File: config.mk
export PLATFORM = sky130hd
export DESIGN_NAME = serial_sub_ctrl_flat
export DESIGN_NICKNAME = d
export VERILOG_FILES = /design/src/rtl/serial_sub_pkg.sv /design/src/rtl/serial_sub_ctrl_if.sv /design/src/rtl/sub_bit_cell.sv /design/src/rtl/serial_sub_ctrl.sv /design/src/flat_wrapper.sv
export SDC_FILE = /design/constraint.sdc
export NUM_CORES = 1
export LEC_CHECK = 0
export BUFFER_PORTS_ARGS = -buffer_cell sky130_fd_sc_hd__clkbuf_2
export CAP_MARGIN = 20
export CELL_PAD_IN_SITES_DETAIL_PLACEMENT = 1
export CELL_PAD_IN_SITES_GLOBAL_PLACEMENT = 1
export CORE_ASPECT_RATIO = 0.5
export CORE_MARGIN = 2
export CORE_UTILIZATION = 30
export DETAILED_ROUTE_END_ITERATION = 6
export HOLD_SLACK_MARGIN = 0.05
export PLACE_DENSITY_LB_ADDON = 0.08
export SLEW_MARGIN = 40
export SYNTH_ARGS = -nofsm -noshare
export SYNTH_HDL_FRONTEND = slang
export SYNTH_SLANG_ARGS = --single-unit
File: constraint.sdc
create_clock -name clk -period 1.7 [get_ports clk]
set_input_delay 0.34 -clock clk [delete_from_list [all_inputs] [get_ports clk]]
set_output_delay 0.34 -clock clk [all_outputs]
set_load 0.03 [all_outputs]
File: src/rtl/serial_sub_pkg.sv
// Shared types and helpers for the bit-serial subtract sequencer.
package serial_sub_pkg;

  // Sequencer states, fixed 2-bit encoding.
  typedef enum logic [1:0] {
    IDLE = 2'b00,
    RUN  = 2'b01,
    DONE = 2'b10
  } state_t;

  // Bit counter width: one spare bit so the terminal count WIDTH-1 never wraps.
  function automatic int cnt_width(input int width);
    return $clog2(width) + 1;
  endfunction

endpackage

File: src/rtl/serial_sub_ctrl_if.sv
// Requester <-> subtract sequencer handshake and operand/result bus.
interface serial_sub_ctrl_if #(
  parameter int WIDTH = 8
);
  logic             start;
  logic [WIDTH-1:0] a;
  logic [WIDTH-1:0] b;
  logic             ready;
  logic             busy;
  logic             done;
  logic [WIDTH-1:0] diff;
  logic             borrow_out;

  // Requester side: issues operands, observes status and result.
  modport master (
    output start, a, b,
    input  ready, busy, done, diff, borrow_out
  );

  // Sequencer side.
  modport slave (
    input  start, a, b,
    output ready, busy, done, diff, borrow_out
  );
endinterface

File: src/rtl/sub_bit_cell.sv
// One-bit full subtractor built from two half-subtractor stages.
module sub_bit_cell (
  input  logic ai,
  input  logic bi,
  input  logic bin,
  output logic d,
  output logic bout
);
  logic hs1_diff;
  logic hs1_borrow;
  logic hs2_borrow;

  // First stage subtracts bi from ai, second subtracts the incoming borrow.
  assign hs1_diff   = ai ^ bi;
  assign hs1_borrow = ~ai & bi;
  assign d          = hs1_diff ^ bin;
  assign hs2_borrow = ~hs1_diff & bin;
  assign bout       = hs1_borrow | hs2_borrow;
endmodule

File: src/rtl/serial_sub_ctrl.sv
// Bit-serial a - b sequencer: latches operands, walks them LSB first through
// a single subtract cell, then presents the result for one DONE cycle.
module serial_sub_ctrl
  import serial_sub_pkg::*;
#(
  parameter int WIDTH = 8
) (
  input  logic            clk,
  input  logic            rst,
  serial_sub_ctrl_if.slave bus
);
  localparam int CW = cnt_width(WIDTH);

  state_t           state_q, state_d;
  logic [CW-1:0]    cnt_q, cnt_d;
  logic [WIDTH-1:0] a_sh_q, a_sh_d;
  logic [WIDTH-1:0] b_sh_q, b_sh_d;
  logic [WIDTH-1:0] res_q, res_d;
  logic [WIDTH-1:0] diff_q, diff_d;
  logic             brw_q, brw_d;
  logic             borrow_out_q, borrow_out_d;
  logic             ready_q, ready_d;
  logic             busy_q, busy_d;
  logic             done_q, done_d;
  logic             cell_d;
  logic             cell_bout;

  sub_bit_cell u_cell (
    .ai   (a_sh_q[0]),
    .bi   (b_sh_q[0]),
    .bin  (brw_q),
    .d    (cell_d),
    .bout (cell_bout)
  );

  // Next-state, datapath shifting and registered-output decode.
  always_comb begin
    state_d      = state_q;
    cnt_d        = cnt_q;
    a_sh_d       = a_sh_q;
    b_sh_d       = b_sh_q;
    res_d        = res_q;
    diff_d       = diff_q;
    brw_d        = brw_q;
    borrow_out_d = borrow_out_q;
    case (state_q)
      IDLE: begin
        if (bus.start) begin
          a_sh_d  = bus.a;
          b_sh_d  = bus.b;
          brw_d   = 1'b0;
          cnt_d   = '0;
          state_d = RUN;
        end
      end
      RUN: begin
        // Difference bits enter at the MSB end, so after WIDTH shifts
        // bit 0 of the result sits at bit 0.
        a_sh_d            = a_sh_q >> 1;
        b_sh_d            = b_sh_q >> 1;
        res_d             = res_q >> 1;
        res_d[WIDTH-1]    = cell_d;
        brw_d             = cell_bout;
        cnt_d             = cnt_q + CW'(1);
        if (cnt_q == CW'(WIDTH - 1)) begin
          state_d      = DONE;
          diff_d       = res_d;
          borrow_out_d = cell_bout;
        end
      end
      DONE:    state_d = IDLE;
      default: state_d = IDLE;
    endcase
    ready_d = (state_d == IDLE);
    busy_d  = (state_d == RUN);
    done_d  = (state_d == DONE);
  end

  // State and datapath registers; reset abandons any operation in flight.
  always_ff @(posedge clk or posedge rst) begin
    if (rst) begin
      state_q      <= IDLE;
      cnt_q        <= '0;
      a_sh_q       <= '0;
      b_sh_q       <= '0;
      res_q        <= '0;
      diff_q       <= '0;
      brw_q        <= 1'b0;
      borrow_out_q <= 1'b0;
      ready_q      <= 1'b1;
      busy_q       <= 1'b0;
      done_q       <= 1'b0;
    end else begin
      state_q      <= state_d;
      cnt_q        <= cnt_d;
      a_sh_q       <= a_sh_d;
      b_sh_q       <= b_sh_d;
      res_q        <= res_d;
      diff_q       <= diff_d;
      brw_q        <= brw_d;
      borrow_out_q <= borrow_out_d;
      ready_q      <= ready_d;
      busy_q       <= busy_d;
      done_q       <= done_d;
    end
  end

  assign bus.ready      = ready_q;
  assign bus.busy       = busy_q;
  assign bus.done       = done_q;
  assign bus.diff       = diff_q;
  assign bus.borrow_out = borrow_out_q;
endmodule

File: src/flat_wrapper.sv
// flat-port wrapper written by rule: the top's interface ports become plain ports
module serial_sub_ctrl_flat import serial_sub_pkg::*;
#(
  parameter int WIDTH = 8
)
  (clk, rst, bus_start, bus_a, bus_b, bus_ready, bus_busy, bus_done, bus_diff, bus_borrow_out);
  serial_sub_ctrl_if #(.WIDTH(WIDTH)) bus_i ();
  input  logic clk;
  input  logic rst;
  input wire logic [$bits(bus_i.start)-1:0] bus_start;
  input wire logic [$bits(bus_i.a)-1:0] bus_a;
  input wire logic [$bits(bus_i.b)-1:0] bus_b;
  output wire logic [$bits(bus_i.ready)-1:0] bus_ready;
  output wire logic [$bits(bus_i.busy)-1:0] bus_busy;
  output wire logic [$bits(bus_i.done)-1:0] bus_done;
  output wire logic [$bits(bus_i.diff)-1:0] bus_diff;
  output wire logic [$bits(bus_i.borrow_out)-1:0] bus_borrow_out;
  assign bus_i.start = bus_start;
  assign bus_i.a = bus_a;
  assign bus_i.b = bus_b;
  assign bus_ready = bus_i.ready;
  assign bus_busy = bus_i.busy;
  assign bus_done = bus_i.done;
  assign bus_diff = bus_i.diff;
  assign bus_borrow_out = bus_i.borrow_out;
  serial_sub_ctrl #(.WIDTH(WIDTH)) u_core (.clk(clk), .rst(rst), .bus(bus_i));
endmodule
==> reports/metrics.yaml, run 1 <==
power:
  internal-power_uw: 2483
  power.density_nw_per_um2: 1737
  power_switching_uw: 1439
  swShare_pct: 36.70
  pwr-share-clk_pct: 23.9
  p_leak_uw: 0.001059
  p_seq_share_pct: 41.5
  ir_worst_vdd_uv: 535.6
  comb_power_share_pct: 34.6
grt:
  grt_antenna_before_repair: 0
  grt_overflow: 0
  grt_pass1_vias: 1404
  track_usage_pct: 14.21
  grt_max_degree: 43
  grt_pass1_wl_um: 7148
routing:
  wl_per_cell_um: 14.83
  via_count: 1344
  drt_first_pass_iters: 4
  via_per_inst: 4.800
  antenna_left: 0
  drc_errors: 0
  drtIter0Drc: 38
  wl_um: 4152
clock_network:
  hold_buffers: 0
  clk_pin_slew_ns: 0.06
  cts-root-buf: "clkbuf_16"
  cts_resized: 0
  cts_made_buffers: 5
  cts_setup_buffers: 0
  cts_sinks: 42
  clk_latency_ns: 0.28
  clockBufferDepth: 2
  cts_tree: "built"
  htreeDepth: 2
flow_run:
  cap_violations: 0
floorplan:
  start_util_pct: 31.95
  die_h_um: 58.90
  dieArea_um2: 6701
  die_w_um: 113.8
  num_rows: 19
  core_um2: 5658
  io_pins: 31
synthesis:
  avgSynthCellArea_um2: 10.89
  synth_cells: 166
  ys_ff_latch: 42
  synth_top_area_share_pct: 56.75
  yosys.area.top_type: "dfrtp_1"
  ys_warn_count: 0
  synthTopCellsByArea: "dfrtp_1 (57%), a22oi_1 (5.8%), nand2_1 (5.2%), nor2b_1 (5.2%), o21ai_0 (5.0%)"
  synthesis.nets: 187
  netlist_area_um2: 1808
  ys_types: 24
  synth-seq-area-share_pct: 58.20
placement:
  port_buffers: 30
  dp_hpwl_um: 2762
  place_congestion: 0.7319
  postPlaceCellArea_um2: 2115
sta:
  holdWs_ns: 0.09565
  hold_viol_final: 0
  setup_tns_ns: 0
  fmax_ghz: 0.6721
  rsz0062_at_grt: "no"
  finalCriticalPeriod_ns: 1.488
  relSlewSlack_pct: 84.28
  clock_skew_ns: 0.005877
  final-setup-viol-count: 0
  finalCritPeriodShare_pct: 87.52
  worst_pin_slew_ns: 0.2353
  finalMaxSlewViolations: 0
critical_path:
  reg2reg_from: "u_core.cnt_q[0]"
  reg2reg_slack_ns: 0.21
  r2r_end: "u_core.bus.diff[5]"
  crit_fanout: 7
  crit_arrival_ns: 1.66
  cp_top_family: "flip-flops"
  start_kind: "flip-flop"
  slowest_stage: "dfrtp_1"
  slowest_delay_ns: 0.39
  path_buf_inv: 1
  required_ns: 1.87
  crit_chain: "ha_1 -> nand2_1 -> nor3_4 -> buf_4 -> mux2_2"
  critPathKind: "flip-flop to flip-flop"
  endpoint_kind: "flip-flop"
  rr_worst_depth: 5
final_layout:
  most-common-layout-cells: "dfrtp_1 (41), clkbuf_2 (30), nand2_1 (25)"
  fin_area_um2: 2257
  area_growth_pct: 24.84
  drive_above_1_share_pct: 29.47
  final_common_cell: "dfrtp_1"
  post-route-util_pct: 39.89
  num-nets-final: 227
  diodes: 0
status:
  outcome: "finished, final reports clean"
worst_hold_path:
  hp-class: "primary input to asynchronous set/reset pin"
## how the worst max path moves through the flow
stage	from	endpoint	slack (ns)	cells past startpoint
floorplan	u_core.state_q[1]	u_core.bus.borrow_out	0.23	4
global placement	u_core.cnt_q[0]	u_core.bus.diff[4]	0.24	5
detailed placement	u_core.cnt_q[0]	u_core.bus.borrow_out	0.19	5
CTS	u_core.cnt_q[0]	u_core.bus.diff[5]	0.19	5
global route	u_core.cnt_q[0]	u_core.bus.diff[5]	0.09	5
finish	u_core.cnt_q[0]	u_core.bus.diff[5]	0.21	5
## flip-flops by register name, indices dropped and copies added, names as in the netlist
name                   flops
u_core.res_q               7
u_core.brw_q               1
u_core.bus.busy            1
u_core.b_sh_q              8
u_core.a_sh_q              8
u_core.cnt_q               4
u_core.bus.diff            8
u_core.bus.ready           1
u_core.state_q             2
u_core.bus.borrow_out      1
u_core.bus.done            1
## cells in the mapped netlist (all sizes together)
master and instances:
nor3b 1, a22o 4, ha 1, inv 3
mux2i 1, dfstp 1, buf 1, o21bai 1
clkbuf 9, dfrtp 41, fa 1, nand2b 1
nand3 3, mux2 8, o21ai 18, or3 1
nand2 25, nor3 2, a2bb2oi 1, a22oi 14
a21oi 13, nor2 1, nor2b 15
## cell families after synthesis
logic type                 count (synthesis)  synth area share (%)
DFF                                       42                 58.20
buffers and inverters                     13                 3.114
and+or+nand+nor                           49                 14.12
AOI/OAI and AO/OA                         51                 17.23
adders and majority gates                  2                 1.799
muxes                                      9                 5.537
## power groups by stage
stage	Sequential (µW)	Combinational, µW	Clock (µW)
2_1_floorplan	1820	737	0
3_3_place_gp	1630	1350	0
3_5_place_dp	1650	1380	0
4_1_cts	1630	1380	972
5_1_grt	1690	1520	1020
6_report	1630	1360	938
## area by class of cell
class                           count  area, µm²
Fill cell                         644       3401
Sequential cell                    42       1052
Multi-Input combinational cell    111      699.4
Timing Repair Buffer               43      260.3
Clock buffer                        6      128.9
Tap cell                           73      91.34
Clock inverter                      2      13.76
Inverter                            3      11.26
## worst reg2reg max path: cells and delay by family (launching register included)
family | cells | cell delay (ns)
flops | 1 | 0.39
buf+inv | 1 | 0.19
fa+ha+maj | 1 | 0.20
simple gates | 2 | 0.25
mux | 1 | 0.34
## through the flow
stage	worst slack, ns	power (µW)	std cells
6_report	0.2122	3922	280
5_1_grt	0.09215	4230	280
4_1_cts	0.1878	3985	280
3_5_place_dp	0.1926	3024	272
3_3_place_gp	0.2436	2984	272
2_1_floorplan	0.2282	2560	166
## routing by layer
layer / vias to the layer above / track usage, % / routed length, µm
met5: - / 0 / 0
met4: 0 / 3.659 / 27
met1: 660 / 20.70 / 2282
met3: 5 / 4.634 / 158
met2: 21 / 20.44 / 1684
li1: 658 / - / -
No activity file was read; power rests on OpenSTA's default activity.
==> inputs of run 2 (changes only) <==
--- a/config.mk
+++ b/config.mk
@@ -14,7 +14,9 @@
 export CORE_UTILIZATION = 30
 export DETAILED_ROUTE_END_ITERATION = 6
 export HOLD_SLACK_MARGIN = 0.05
+export MAX_ROUTING_LAYER = met4
 export PLACE_DENSITY_LB_ADDON = 0.08
+export RECOVER_POWER = 25
 export SLEW_MARGIN = 40
 export SYNTH_ARGS = -nofsm -noshare
 export SYNTH_HDL_FRONTEND = slang
==> run 2 against run 1 <==
Final area is 0.66% lower; non-clock buffer count unchanged; worst hold slack gained 0.19 ns; clock-buffer cell count did not move; sequential cell count unchanged; cell count unchanged; utilization fell by 0.27 points; fmax down 0.18%; sequential power hardly changed; critical endpoint is now u_core.bus.borrow_out; largest power group unchanged; highest routed layer unchanged.
==> reports/metrics.yaml, run 2 (synthesis gave the netlist of run 1 again) <==
worst_hold_path:
  hp-class: "primary input to flip-flop"
  hold_depth: 2
  worstHoldStart: "bus_b[7]"
  hold_end: "u_core.b_sh_q[7]"
power:
  finalPower_uw: 3925  # about the same
  p_leak_uw: 0.001054  # -0.49%
  power.density_nw_per_um2: 1750  # +0.74%
  ir_worst_vdd_uv: 535.7  # about the same
critical_path:
  required_ns: 1.87  # about the same
  slowest_delay_ns: 0.39  # about the same
  slowest_stage: "dfrtp_1"
  rr_worst_depth: 5  # unchanged
  endpoint_kind: "flip-flop"
  r2r_end: "u_core.bus.borrow_out"
  reg2reg_from: "u_core.cnt_q[0]"
  reg2reg_slack_ns: 0.21  # about the same
  crit_fanout: 7  # unchanged
  crit_start: "u_core.cnt_q[0]"
  critPathKind: "flip-flop to flip-flop"
  crit_chain: "ha_1 -> nand2_1 -> nor3_4 -> buf_4 -> mux2_2"
  crit_arrival_ns: 1.66  # about the same
  start_kind: "flip-flop"
grt:
  use_met3_pct: 4.634  # unchanged
  grt_pass1_wl_um: 7134  # -0.20%
  grt_use_met1_pct: 20.57  # -0.13 points
  grt_antenna_before_repair: 0  # unchanged
  grt_max_degree: 43  # unchanged
  busiest_layer: "met1"
  grt_overflow: 0  # unchanged
  gr-usage-met2_pct: 20.53  # +0.086 points
  grt_pass1_vias: 1405  # +0.071%
  track_usage_pct: 14.64  # +0.43 points
floorplan:
  num_rows: 19  # unchanged
  core_um2: 5658  # unchanged
  start_util_pct: 31.95  # unchanged
  die_w_um: 113.8  # unchanged
  io_pins: 31  # unchanged
  dieArea_um2: 6701  # unchanged
  die_h_um: 58.90  # unchanged
placement:
  dp_hpwl_um: 2762  # unchanged
  place_congestion: 0.7408  # +1.2%
  port_buffers: 30  # unchanged
  dp.cells: 272  # unchanged
clock_network:
  hold_buffers: 0  # unchanged
  clk_pin_slew_ns: 0.06  # about the same
  htreeDepth: 2  # unchanged
  clk_latency_ns: 0.28  # about the same
  cts_made_buffers: 5  # unchanged
  cts_sinks: 42  # unchanged
  cts_setup_buffers: 0  # unchanged
  clockBufferDepth: 2  # unchanged
  cts-root-buf: "clkbuf_16"
  cts_resized: 0  # unchanged
  cts_tree: "built"
final_layout:
  fillCellCount: 646  # +0.31%
  final_cells: 280  # unchanged
  most-common-layout-cells: "dfrtp_1 (41), clkbuf_2 (31), nand2_1 (25)"
  area_growth_pct: 24.01
  drive_above_1_share_pct: 29.47  # unchanged
  num-nets-final: 227  # unchanged
  final_common_cell: "dfrtp_1"
  diodes: 0  # unchanged
routing:
  wl_um: 4163  # +0.26%
  via_count: 1354  # +0.74%
  wl_per_cell_um: 14.87  # +0.26%
  drt_first_pass_iters: 4  # unchanged
  drc_errors: 0  # unchanged
  antenna_left: 0  # unchanged
  via_per_inst: 4.836  # +0.74%
  drtIter0Drc: 39  # +2.6%
sta:
  finalMaxSlewViolations: 0  # unchanged
  hold_viol_final: 0  # unchanged
  rsz0062_at_grt: "no"
  finalCritPeriodShare_pct: 87.67  # +0.15 points
  fmax_ghz: 0.6709  # -0.18%
  final-setup-viol-count: 0  # unchanged
  setup_tns_ns: 0  # unchanged
  clock_skew_ns: 0.006230  # +0.0003530 ns
  finalCriticalPeriod_ns: 1.490  # +0.002618 ns
  worst_pin_slew_ns: 1.064  # +0.8285 ns
  relSlewSlack_pct: 29.08  # -55 points
flow_run:
  cap_violations: 0  # unchanged
status:
  outcome: "finished, final reports clean"
==> run 2: changes by cell type in the layout (fill, tap and decap cells not counted) <==
cell,change
buf_12,-1
clkbuf_2,+1
==> run 2: cell type report <==
cell class | instances | area (µm²) | area share [%]
clock inverters | 2 | 13.76 | 0.6138
multi-input cells | 111 | 699.4 | 31.19
clock buffers | 6 | 128.9 | 5.748
inverters | 3 | 11.26 | 0.5022
flip-flops and latches | 42 | 1052 | 46.93
repair buffers | 43 | 245.2 | 10.94
well taps | 73 | 91.34 | 4.074
==> run 2: critical path: cells and delay by family, from the launching register on <==
kind                     cells  cell delay (ns)
adder cells (fa/ha/maj)      1             0.21
flip-flops                   1             0.39
buffers and inverters        1             0.19
AND/OR/NAND/NOR              2             0.25
multiplexers                 1             0.34
==> run 2: stage by stage <==
stage                     instance area, µm²  hold WS [ns]  utilization (%)  setup WS (ns)
final                                   2242        0.2836            39.63         0.2096
after global placement                  2115        0.4037            37.37         0.2436
after floorplan                         1808        0.4402                -         0.2282
after CTS                               2257        0.1038            39.89         0.1878
after global routing                    2242        0.2980            39.63        0.09215
after detailed placement                2115        0.4033            37.37         0.1926
==> run 2: power breakdown <==
part / internal, µW / switching, µW / leakage [µW]
Combinational: 552 / 801 / 0.000448
Clock: 545 / 397 / 0.0000708
Sequential: 1380 / 247 / 0.000535
Total: 2480 / 1450 / 0.00105
==> run 2: routing by layer <==
metal | vias up | part of all wire [%]
li1 | 657 | -
met1 | 671 | 54
met2 | 21 | 42
met3 | 5 | 3.9
met4 | 0 | 0.70
met5 | - | 0
==> run 2: how the worst max path moves through the flow <==
stage	end	slack, ns	cells after the start
finish	u_core.bus.borrow_out	0.21	5
global route	u_core.bus.diff[5]	0.09	5
CTS	u_core.bus.diff[5]	0.19	5
detailed placement	u_core.bus.borrow_out	0.19	5
global placement	u_core.bus.diff[4]	0.24	5
floorplan	u_core.bus.borrow_out	0.23	4
==> inputs of run 3 (changes only) <==
--- a/config.mk
+++ b/config.mk
@@ -16,7 +16,6 @@
 export HOLD_SLACK_MARGIN = 0.05
 export MAX_ROUTING_LAYER = met4
 export PLACE_DENSITY_LB_ADDON = 0.08
-export RECOVER_POWER = 25
 export SLEW_MARGIN = 40
 export SYNTH_ARGS = -nofsm -noshare
 export SYNTH_HDL_FRONTEND = slang
==> run 3 against run 2 <==
Fmax hardly changed; routed wire length is 0.53% higher; register-to-register slack is essentially flat; worst hold slack worse by 0.19 ns; global-route usage unchanged; critical endpoint is now u_core.bus.diff[5]; largest cell class unchanged; highest routed layer unchanged.
==> reports/metrics.yaml, run 3 (synthesis gave the netlist of run 1 again) <==
final_layout:
  area_growth_pct: 24.84
  diodes: 0  # unchanged
  final_cells: 280  # unchanged
  multi_input_area_um2: 699.4  # unchanged
  most-common-layout-cells: "dfrtp_1 (41), clkbuf_2 (30), nand2_1 (25)"
  drive_above_1_share_pct: 29.47  # unchanged
  final_common_cell: "dfrtp_1"
  post-route-util_pct: 39.89  # +0.27 points
  regArea_um2: 1052  # unchanged
  fillCellCount: 644  # -0.31%
  num-nets-final: 227  # unchanged
sta:
  worst_pin_slew_ns: 0.2391  # -0.8246 ns
  fin_ws_ns: 0.2090  # -0.0005810 ns
  finalMaxSlewViolations: 0  # unchanged
  relSlewSlack_pct: 84.03  # +55 points
  clock_skew_ns: 0.005979  # -0.0002514 ns
  hold_viol_final: 0  # unchanged
  setup_tns_ns: 0  # unchanged
  finalCriticalPeriod_ns: 1.491  # +0.0005810 ns
  fmax_ghz: 0.6707  # about the same
  finalCritPeriodShare_pct: 87.71  # about the same
  rsz0062_at_grt: "no"
  final-setup-viol-count: 0  # unchanged
  holdWs_ns: 0.09494  # -0.1887 ns
power:
  ir_worst_vdd_uv: 534.5  # -0.23%
  power.density_nw_per_um2: 1741  # -0.53%
  p_leak_uw: 0.001059  # +0.50%
clock_network:
  cts_tree: "built"
  htreeDepth: 2  # unchanged
  clk_pin_slew_ns: 0.06  # about the same
  hold_buffers: 0  # unchanged
  cts_made_buffers: 5  # unchanged
  cts-root-buf: "clkbuf_16"
  cts_sinks: 42  # unchanged
  clockBufferDepth: 2  # unchanged
  clk_latency_ns: 0.28  # about the same
  cts_resized: 0  # unchanged
  cts_setup_buffers: 0  # unchanged
grt:
  grt_pass1_vias: 1405  # unchanged
  track_usage_pct: 14.64  # unchanged
  grt_pass1_wl_um: 7134  # unchanged
  grt_max_degree: 43  # unchanged
  grt_antenna_before_repair: 0  # unchanged
  grt_overflow: 0  # unchanged
routing:
  via_count: 1349  # -0.37%
  drc_errors: 0  # unchanged
  wl_um: 4185  # +0.53%
  wl_per_cell_um: 14.95  # +0.53%
  drt_first_pass_iters: 4  # unchanged
  antenna_left: 0  # unchanged
  drtIter0Drc: 41  # +5.1%
  via_per_inst: 4.818  # -0.37%
critical_path:
  critPathKind: "flip-flop to flip-flop"
  rr_worst_depth: 5  # unchanged
  required_ns: 1.87  # about the same
  crit_arrival_ns: 1.66  # about the same
  endpoint_kind: "flip-flop"
  start_kind: "flip-flop"
  crit_fanout: 7  # unchanged
placement:
  port_buffers: 30  # unchanged
  place_congestion: 0.7408  # unchanged
  dp.cells: 272  # unchanged
  place_ws_ns: 0.1926  # unchanged
  dp_hpwl_um: 2762  # unchanged
floorplan:
  start_util_pct: 31.95  # unchanged
  dieArea_um2: 6701  # unchanged
  core_um2: 5658  # unchanged
  die_w_um: 113.8  # unchanged
  num_rows: 19  # unchanged
  die_h_um: 58.90  # unchanged
  io_pins: 31  # unchanged
status:
  outcome: "finished, final reports clean"
worst_hold_path:
  hp-class: "primary input to asynchronous set/reset pin"
flow_run:
  cap_violations: 0  # unchanged
## run 3: worst max-delay path, cell delays in order, from the launching register on
cell     delay, ns
dfrtp_1       0.39
ha_1          0.21
nand2_1       0.12
nor3_4        0.13
buf_4         0.19
mux2_2        0.34
## run 3: final timing paths
check	startpoint	end	slack [ns]
setup / recovery	u_core.cnt_q[0]	u_core.bus.diff[5]	0.21
hold / removal	rst	u_core.res_q[5]	0.09
setup reg to reg	u_core.cnt_q[0]	u_core.bus.diff[5]	0.21
hold reg to reg	u_core.res_q[1]	u_core.res_q[1]	0.49
max in group asynchronous	rst	u_core.bus.ready	1.33
min in group clk	bus_b[7]	u_core.b_sh_q[7]	0.28
## run 3: power breakdown
| group | total, µW | internal [µW] | leakage (µW) | switching (µW) |
|---|---|---|---|---|
| sequential | 1630 | 1380 | 0.000535 | 249 |
| combinational | 1360 | 556 | 0.000453 | 801 |
| clock | 942 | 545 | 0.0000708 | 397 |
## run 3: final cells by class
type | instances | area share, %
Sequential cell | 42 | 46.62
Multi-Input combinational cell | 111 | 30.99
Timing Repair Buffer | 43 | 11.53
Clock buffer | 6 | 5.710
Tap cell | 73 | 4.047
Clock inverter | 2 | 0.6098
Inverter | 3 | 0.4989
## run 3: metal layers
layer	vias to the layer above	GRT usage, %	part of all wire (%)
met4	0	3.659	0.69
met5	-	-	0
met3	5	4.634	3.9
li1	656	-	-
met1	667	20.57	55
met2	21	20.53	41
## run 3: metrics by stage
step / power, µW / area, µm²
global route: 4229 / 2257
CTS: 3985 / 2257
finish: 3930 / 2257
floorplan: 2560 / 1808
detailed placement: 3024 / 2115
global placement: 2984 / 2115
